$ cat config.mk
export PLATFORM = sky130hd
export DESIGN_NAME = tube_host_master
export DESIGN_NICKNAME = d
export VERILOG_FILES = /design/src/rtl/tube_host_master.sv
export SDC_FILE = /design/constraint.sdc
export NUM_CORES = 1
export LEC_CHECK = 0
export ABC_AREA = 1
export BUFFER_PORTS_ARGS = -buffer_cell sky130_fd_sc_hd__buf_2
export CAP_MARGIN = 5
export CORE_MARGIN = 1
export CORE_UTILIZATION = 57
export DETAILED_ROUTE_END_ITERATION = 16
export PLACE_DENSITY = 0.82
export SLEW_MARGIN = 25
export SYNTH_ARGS = -nofsm -noshare
export SYNTH_HDL_FRONTEND = slang
export SYNTH_SLANG_ARGS = --single-unit
$ cat constraint.sdc
create_clock -name clk -period 2.1 [get_ports clk]
set_input_delay 0.42 -clock clk [delete_from_list [all_inputs] [get_ports clk]]
set_output_delay 0.42 -clock clk [all_outputs]
set_load 0.01 [all_outputs]
$ cat src/rtl/tube_host_master.sv
// Host-side Tube bus master: turns single-byte commands into status-polled
// register accesses on a divided, free-running phi2 bus.
module tube_host_master #(
    parameter int unsigned CLK_DIV    = 2,
    parameter int unsigned POLL_LIMIT = 255
) (
    input  logic       clk,
    input  logic       rst,
    input  logic       cmd_valid,
    output logic       cmd_ready,
    input  logic [1:0] cmd_op,
    input  logic [1:0] cmd_reg,
    input  logic [7:0] cmd_wdata,
    output logic       rsp_valid,
    output logic [7:0] rsp_data,
    output logic       rsp_err,
    output logic       h_phi2,
    output logic [2:0] h_addr,
    output logic       h_cs_b,
    output logic       h_rdnw,
    output logic [7:0] h_data_out,
    output logic       h_data_oe,
    input  logic [7:0] h_data_in,
    input  logic       h_irq_b,
    output logic       host_irq
);

    typedef enum logic [1:0] {StIdle, StPoll, StData, StResp} state_e;

    localparam logic [7:0]  DivLast   = 8'(CLK_DIV - 1);
    localparam logic [16:0] PollLimit = 17'(POLL_LIMIT);

    state_e      state_q, state_d;
    logic [7:0]  div_cnt_q;
    logic        phi2_q;
    logic        alive_q;
    logic [1:0]  op_q, op_d;
    logic [1:0]  reg_q, reg_d;
    logic [7:0]  wdata_q, wdata_d;
    logic [15:0] poll_cnt_q, poll_cnt_d;
    logic        cs_b_q, cs_b_d;
    logic        rdnw_q, rdnw_d;
    logic [2:0]  addr_q, addr_d;
    logic        wr_q, wr_d;
    logic [7:0]  rsp_data_q, rsp_data_d;
    logic        rsp_err_q, rsp_err_d;
    logic        irq_s1_q, irq_s2_q;

    logic        fall;
    logic        data_wr;
    logic [2:0]  data_addr;
    logic        poll_ok;
    logic [16:0] cnt_inc;
    logic [15:0] cnt_sat;

    // The edge that ends phi2-high both completes one bus cycle and starts the next.
    assign fall = phi2_q && (div_cnt_q == DivLast);

    assign data_wr = op_q[1] ^ op_q[0];
    assign poll_ok = op_q[0] ? h_data_in[6] : h_data_in[7];
    assign cnt_inc = {1'b0, poll_cnt_q} + 17'd1;
    assign cnt_sat = (&poll_cnt_q) ? poll_cnt_q : cnt_inc[15:0];

    always_comb begin
        data_addr = 3'd0;
        unique case (op_q)
            2'b00, 2'b01: data_addr = {reg_q, 1'b1};
            2'b10:        data_addr = 3'd0;
            2'b11:        data_addr = {reg_q, 1'b0};
        endcase
    end

    always_comb begin
        state_d    = state_q;
        op_d       = op_q;
        reg_d      = reg_q;
        wdata_d    = wdata_q;
        poll_cnt_d = poll_cnt_q;
        cs_b_d     = cs_b_q;
        rdnw_d     = rdnw_q;
        addr_d     = addr_q;
        wr_d       = wr_q;
        rsp_data_d = rsp_data_q;
        rsp_err_d  = rsp_err_q;
        unique case (state_q)
            StIdle: begin
                if (cmd_valid && cmd_ready) begin
                    op_d       = cmd_op;
                    reg_d      = cmd_reg;
                    wdata_d    = cmd_wdata;
                    poll_cnt_d = '0;
                    state_d    = cmd_op[1] ? StData : StPoll;
                end
            end
            StPoll: begin
                if (fall) begin
                    if (!cs_b_q && poll_ok) begin
                        state_d = StData;
                        cs_b_d  = 1'b0;
                        rdnw_d  = ~data_wr;
                        wr_d    = data_wr;
                        addr_d  = data_addr;
                    end else if (!cs_b_q && (cnt_inc >= PollLimit)) begin
                        poll_cnt_d = cnt_sat;
                        rsp_err_d  = 1'b1;
                        rsp_data_d = h_data_in;
                        state_d    = StResp;
                        cs_b_d     = 1'b1;
                        rdnw_d     = 1'b1;
                        wr_d       = 1'b0;
                    end else begin
                        // cs_b_q high means no poll has completed yet, so nothing to count
                        if (!cs_b_q) poll_cnt_d = cnt_sat;
                        cs_b_d = 1'b0;
                        rdnw_d = 1'b1;
                        wr_d   = 1'b0;
                        addr_d = {reg_q, 1'b0};
                    end
                end
            end
            StData: begin
                if (fall) begin
                    if (!cs_b_q) begin
                        rsp_err_d  = 1'b0;
                        rsp_data_d = data_wr ? 8'h00 : h_data_in;
                        state_d    = StResp;
                        cs_b_d     = 1'b1;
                        rdnw_d     = 1'b1;
                        wr_d       = 1'b0;
                    end else begin
                        cs_b_d = 1'b0;
                        rdnw_d = ~data_wr;
                        wr_d   = data_wr;
                        addr_d = data_addr;
                    end
                end
            end
            StResp: state_d = StIdle;
        endcase
    end

    always_ff @(posedge clk or posedge rst) begin
        if (rst) begin
            div_cnt_q <= '0;
            phi2_q    <= 1'b0;
        end else if (div_cnt_q == DivLast) begin
            div_cnt_q <= '0;
            phi2_q    <= ~phi2_q;
        end else begin
            div_cnt_q <= div_cnt_q + 8'd1;
        end
    end

    always_ff @(posedge clk or posedge rst) begin
        if (rst) begin
            state_q    <= StIdle;
            alive_q    <= 1'b0;
            op_q       <= '0;
            reg_q      <= '0;
            wdata_q    <= '0;
            poll_cnt_q <= '0;
            cs_b_q     <= 1'b1;
            rdnw_q     <= 1'b1;
            addr_q     <= '0;
            wr_q       <= 1'b0;
            rsp_data_q <= '0;
            rsp_err_q  <= 1'b0;
            irq_s1_q   <= 1'b0;
            irq_s2_q   <= 1'b0;
        end else begin
            state_q    <= state_d;
            alive_q    <= 1'b1;
            op_q       <= op_d;
            reg_q      <= reg_d;
            wdata_q    <= wdata_d;
            poll_cnt_q <= poll_cnt_d;
            cs_b_q     <= cs_b_d;
            rdnw_q     <= rdnw_d;
            addr_q     <= addr_d;
            wr_q       <= wr_d;
            rsp_data_q <= rsp_data_d;
            rsp_err_q  <= rsp_err_d;
            irq_s1_q   <= ~h_irq_b;
            irq_s2_q   <= irq_s1_q;
        end
    end

    // alive_q keeps cmd_ready low while reset is held.
    assign cmd_ready  = alive_q && (state_q == StIdle);
    assign rsp_valid  = (state_q == StResp);
    assign rsp_data   = rsp_data_q;
    assign rsp_err    = rsp_err_q;
    assign h_phi2     = phi2_q;
    assign h_addr     = addr_q;
    assign h_cs_b     = cs_b_q;
    assign h_rdnw     = rdnw_q;
    assign h_data_oe  = wr_q && phi2_q;
    assign h_data_out = h_data_oe ? wdata_q : 8'h00;
    assign host_irq   = irq_s2_q;

endmodule

== Word-level counts from Yosys, hierarchy flattened ==
Index checks and enable logic that the tools add are counted.

* Add/subtract/negate cells: 2
* $lt $le $gt $ge: 1
* Eq/ne operators: 17
* Mux-type cells: 54
* Bitwise operators: 4
* Reduce and logical (&&, ||, !) cells: 19

{| class="wikitable"
|+ Operators by type and width
! cell !! number
|-
| 16-bit 2-to-1 mux || 6
|-
| 8-bit 2-to-1 mux || 8
|-
| 16-bit one-hot mux with 2 select lines || 1
|-
| 1-bit 2-to-1 mux || 19
|-
| 16-bit by 1-bit adder with 17-bit output, second input constant || 1
|-
| 17-bit by 8-bit greater-or-equal comparator with 1-bit output, second input constant || 1
|-
| 8-bit one-hot mux with 2 select lines || 1
|-
| 16-bit AND reduction || 1
|-
| 3-bit 2-to-1 mux || 5
|-
| 5-bit AND reduction || 3
|-
| 2-bit 2-to-1 mux || 7
|-
| 2-bit != test, second input constant || 7
|-
| 3-bit != test, second input constant || 3
|-
| 3-bit one-hot mux with 3 select lines || 1
|-
| 8-bit by 1-bit adder with 8-bit output, second input constant || 1
|-
| 2-bit == test, second input constant || 4
|-
| 8-bit by 1-bit == test with 1-bit output, second input constant || 1
|-
| 1-bit one-hot mux with 2 select lines || 4
|-
| 2-bit one-hot mux with 4 select lines || 1
|-
| 1-bit logical AND || 6
|-
| 3-bit one-hot mux with 2 select lines || 1
|-
| 6-bit AND reduction || 1
|-
| 2-bit by 1-bit == test with 1-bit output, second input constant || 2
|-
| 2-bit logical NOT || 2
|-
| 7 further kinds || 10
|}

* Flip-flop bits (word level): 57
* Input port bits: 24
* Output and inout port bits: 27
* Word-level logic and storage cells: 113

== Longest topological paths before layout ==
* Depth after elaboration: 7
* Gate-level depth with buffers: 16
* Mapped depth without buffers: 16

== Worst setup path before layout ==
Ideal clock, no wire load.

* Kind: register -> register
* Start: register div_cnt_q[1]
* End: register addr_q[0] (netlist: h_addr[0])
* Setup time: 117 ps
* Arrival time: 1750 ps
* Data required time: 1983 ps
* Setup slack: 233 ps
* Cell stages (with the launch flop): 12
* Path buffers: 0
* Period minus slack after synthesis: 1867 ps
* Path through: dfrtp_1 > inv_1 > ha_1 > inv_1 > nor4_4 > nand2_1 > nand2_1 > nand2_1 > a21oi_1 > nand2_1 > nand2_1 > nand2_1

* Longest elaborated chain between the ends: 4
* Elaborated cells on any way between the ends: 5
* Classes of those cells: eq/ne: 3; reduce/logical: 2

{| class="wikitable"
|+ RTL lines
! item !! RTL line !! RTL
|-
| start, declared || 34 || <nowiki>logic [7:0] div_cnt_q;</nowiki>
|-
| start signal, assigned || 150 || <nowiki>div_cnt_q <= div_cnt_q + 8'd1;</nowiki>
|-
| 8-bit by 1-bit == test with 1-bit output * || 57 || <nowiki>assign fall = phi2_q && (div_cnt_q == DivLast);</nowiki>
|-
| 1-bit logical AND * || 57 ||
|-
| 2-bit != test (no line) || -- ||
|-
| 5-bit AND reduction (no line) * || -- ||
|-
| end signal, assigned || 179 || <nowiki>addr_q <= addr_d;</nowiki>
|-
| end, declared || 43 || <nowiki>logic [2:0] addr_q, addr_d;</nowiki>
|}

Mark *: on every way between the ends. The rest lies on a longest branch, timed or not.
A chain may end at the register's enable or synchronous reset.

== Final worst setup path ==
* Start: register poll_cnt_q[1]
* End: register rsp_data_q[2] (netlist: rsp_data[2])

* Longest elaborated chain between the ends: 5

{| class="wikitable"
|+ RTL lines
! item !! RTL line !! RTL
|-
| start, declared || 40 || <nowiki>logic [15:0] poll_cnt_q, poll_cnt_d;</nowiki>
|-
| start signal, assigned || 176 || <nowiki>poll_cnt_q <= poll_cnt_d;</nowiki>
|-
| 16-bit by 1-bit adder with 17-bit output || 61 || <nowiki>assign cnt_inc = {1'b0, poll_cnt_q} + 17'd1;</nowiki>
|-
| 17-bit by 8-bit greater-or-equal comparator with 1-bit output || 103 || <nowiki>end else if (!cs_b_q && (cnt_inc >= PollLimit)) begin</nowiki>
|-
| 1-bit logical AND || 103 ||
|-
| 2-bit != test (no line) || -- ||
|-
| 6-bit AND reduction (no line) || -- ||
|-
| end signal, assigned || 181 || <nowiki>rsp_data_q <= rsp_data_d;</nowiki>
|-
| end, declared || 45 || <nowiki>logic [7:0] rsp_data_q, rsp_data_d;</nowiki>
|}

No other way between the ends.

==> results.ini <==
[outcome]
status=finished, final reports clean

[cells_and_area]
n_fill_cell=428
drive_above_1_share=0.228
finalNetCount=528
instances_no_fill=569
diodes=0
area.growth.synth_to_final_pct=20.6
finalInstanceArea_um2=3860

[synth]
netlist.area_leader.share=0.430
yosysTopAreaCell=dfrtp_1
synthCells=428
ys_warn_count=0
postSynthAreaPerCell_um2=7.47
synth.top_cells.by_area=dfrtp_1, nand2_1, inv_1
synth-seq-area-share=0.447
syn-cell-area_um2=3200
synth_nets=462
synthFlopType=dfrtp_1
synth_cell_types=33
synth_seq_cells=57
synth_edf_count=0
synthArstFlopShare=1.00

[routing]
postRouteAntennaNets=0
wirelength_um=6630
drt_pass1_iterations=4
viasPerCell=5.05
drc_errors=0
drtIter0Drc=134
wl_per_cell_um=11.7
num_vias=2875

[clock_tree]
cts_buffers=9
cts_max_path_buffers=2
tritoncts=done
cts-hold-fix-buffers=0
htreeDepth=3
numClockSinks=57
cts_root_buffer=clkbuf_8
cts.clk_slew.worst_paths_ns=0.07
clock_latency_ns=0.34

[critical_path]
end_kind=register
crit_fanout=6
worstSetupStartpointType=register
worstReg2RegEnd=rsp_data[2]$_DFFE_PP0P_
reg2reg_slack_ns=0.06
path_class=register to register
crit_arrival_ns=2.27
worstRegToRegCells=12
worstPathRequired_ns=2.33
r2r-start=poll_cnt_q[1]$_DFFE_PP0P_

[die]
die_area_um2=5910
start_util=0.607
core_um2=5270
die_h_um=76.9
die_w_um=76.9
rows=26
num_io_pins=51

[power]
switching_share=0.413
p_per_area_nw_per_um2=1150
vdd_drop_max_mv=0.996
power_frac_seq=0.353
leakage_nw=2.00
comb_power_share=0.415
intPower_w=0.00261
p_clk_frac=0.232
p_sw_w=0.00183
p_total_w=0.00444

[timing]
period_share=0.971
tns_ns=0
rsz0062_at_grt=yes
finClkSkew_ns=0.00967
setup_viol=0
hold_viol_final=0
fin_crit_ns=2.04
fmax_ghz=0.490
finalMaxSlewViolations=0

[job]
cap_violations=0

[placed_design]
dpl_cell_area_um2=3570
dp_cells=548
io_buffers=50
place.gp.congestion=0.902
dpl.hpwl_um=4680

[global_routing]
overflow=0
grt.total_usage=0.237
antenna_found_initial=0
grt_pass1_wl_um=11000
grt_max_degree=58
grt_pass1_vias=2600

[worst_hold_path]
worstHoldPathType=primary input to asynchronous set/reset pin

## layout by cell type (no fill, tap or decap), types with 2 or more instances in the layout
cell,n
inv_1,60
inv_6,2
buf_4,9
nor2_4,3
xor2_1,4
nand2_4,3
ha_1,9
nand3_1,31
nand3_2,3
nand2_2,12
a31oi_1,3
dfstp_2,2
nand2_1,126
or2_2,2
clkbuf_8,9
dfrtp_1,55
o21ai_1,6
nor2_2,5
nor3_1,4
buf_2,50
nand2_8,2
nand4_1,4
nor2_1,45
clkinv_4,2
xnor2_1,2
o21bai_1,2
o21ai_0,28
## synth_stat cells (2+ instances only)
master / instances
a21oi_1: 2
a31oi_1: 3
buf_2: 4
clkbuf_1: 3
dfrtp_1: 55
dfstp_2: 2
ha_1: 10
inv_1: 61
nand2_1: 135
nand2_2: 3
nand2_8: 2
nand3_1: 33
nand4_1: 4
nor2_1: 46
nor2_2: 4
nor2_4: 3
nor3_1: 4
o21ai_0: 28
o21ai_1: 6
o21bai_1: 2
or2_2: 2
xnor2_1: 2
xor2_1: 4
## stage by stage
step	util	hold WS, ns	setup WS, ns
4_1_cts	0.716	0.135	0.0918
5_1_grt	0.732	0.156	-0.110
6_report	0.732	0.108	0.0599
3_3_place_gp	0.677	0.334	0.131
3_5_place_dp	0.677	0.341	0.106
2_1_floorplan	-	0.331	0.233
## kinds of logic after synthesis
logic type | count (synthesis) | share of synthesized area
AOI/OAI and AO/OA | 44 | 0.0743
xor gates and xnor gates | 6 | 0.0164
adders and majority gates | 10 | 0.0391
buffers and inverters | 68 | 0.0814
DFF | 57 | 0.447
other | 1 | 0.00117
and+or+nand+nor | 242 | 0.341
## worst max path at each step
stage	slack (ns)	cells after the start	to	start
5_1_grt	-0.11	14	rsp_data[7]$_DFFE_PP0P_	poll_cnt_q[1]$_DFFE_PP0P_
3_5_place_dp	0.11	11	h_addr[1]$_DFFE_PP0P_	div_cnt_q[1]$_DFF_PP0_
4_1_cts	0.09	11	h_addr[2]$_DFFE_PP0P_	div_cnt_q[1]$_DFF_PP0_
6_report	0.06	12	rsp_data[2]$_DFFE_PP0P_	poll_cnt_q[1]$_DFFE_PP0P_
2_1_floorplan	0.23	11	h_addr[0]$_DFFE_PP0P_	div_cnt_q[1]$_DFF_PP0_
3_3_place_gp	0.13	11	h_addr[1]$_DFFE_PP0P_	div_cnt_q[1]$_DFF_PP0_
## power groups by stage
| stage | logic (W) | registers [W] | clock network [W] |
|---|---|---|---|
| finish | 0.00184 | 0.00157 | 0.00103 |
| global route | 0.00206 | 0.00160 | 0.00110 |
| CTS | 0.00172 | 0.00156 | 0.00105 |
| detailed placement | 0.00170 | 0.00157 | 0 |
| global placement | 0.00163 | 0.00157 | 0 |
| floorplan | 0.00118 | 0.00161 | 0 |
## flip-flops by register name, indices dropped and copies added, names as in the netlist
name        cells
wdata_q         8
wr_q            1
h_rdnw          1
h_phi2          1
rsp_err         1
alive_q         1
reg_q           2
op_q            2
host_irq        1
poll_cnt_q     16
div_cnt_q       8
rsp_data        8
state_q         2
irq_s1_q        1
h_addr          3
h_cs_b          1
## worst max-delay path, cell delays in order (launching register included)
cell	delay [ns]
dfrtp_1	0.41
ha_2	0.23
nand3_1	0.11
nor2_2	0.18
nand3_1	0.12
xnor2_1	0.26
nor2_2	0.09
nand3_2	0.11
nand2_4	0.10
nand2_8	0.12
nand2_4	0.08
nand2_1	0.08
nand2_1	0.05
## what timing repair did
action                                  4_1_cts  5_1_grt
endpoints found under the setup margin        0       23
resized for setup                             0       14
buffers inserted                              0        3
## cell type report
class                           instances  area, um^2  share of cell area
Multi-Input combinational cell        305        1570               0.408
Sequential cell                        57        1430               0.370
Timing Repair Buffer                   60         338              0.0876
Inverter                               61         229              0.0594
Clock buffer                            9         124              0.0321
Tap cell                               70        87.6              0.0227
Clock inverter                          7        77.6              0.0201
## layer usage
metal  up-vias  track usage  share of wire
li1       1469            -              -
met1      1325        0.276           0.45
met2        72        0.407           0.49
met3         9       0.0774          0.052
met4         0       0.0846         0.0093
met5         -            0              0
No activity file was read; power rests on OpenSTA's default activity.
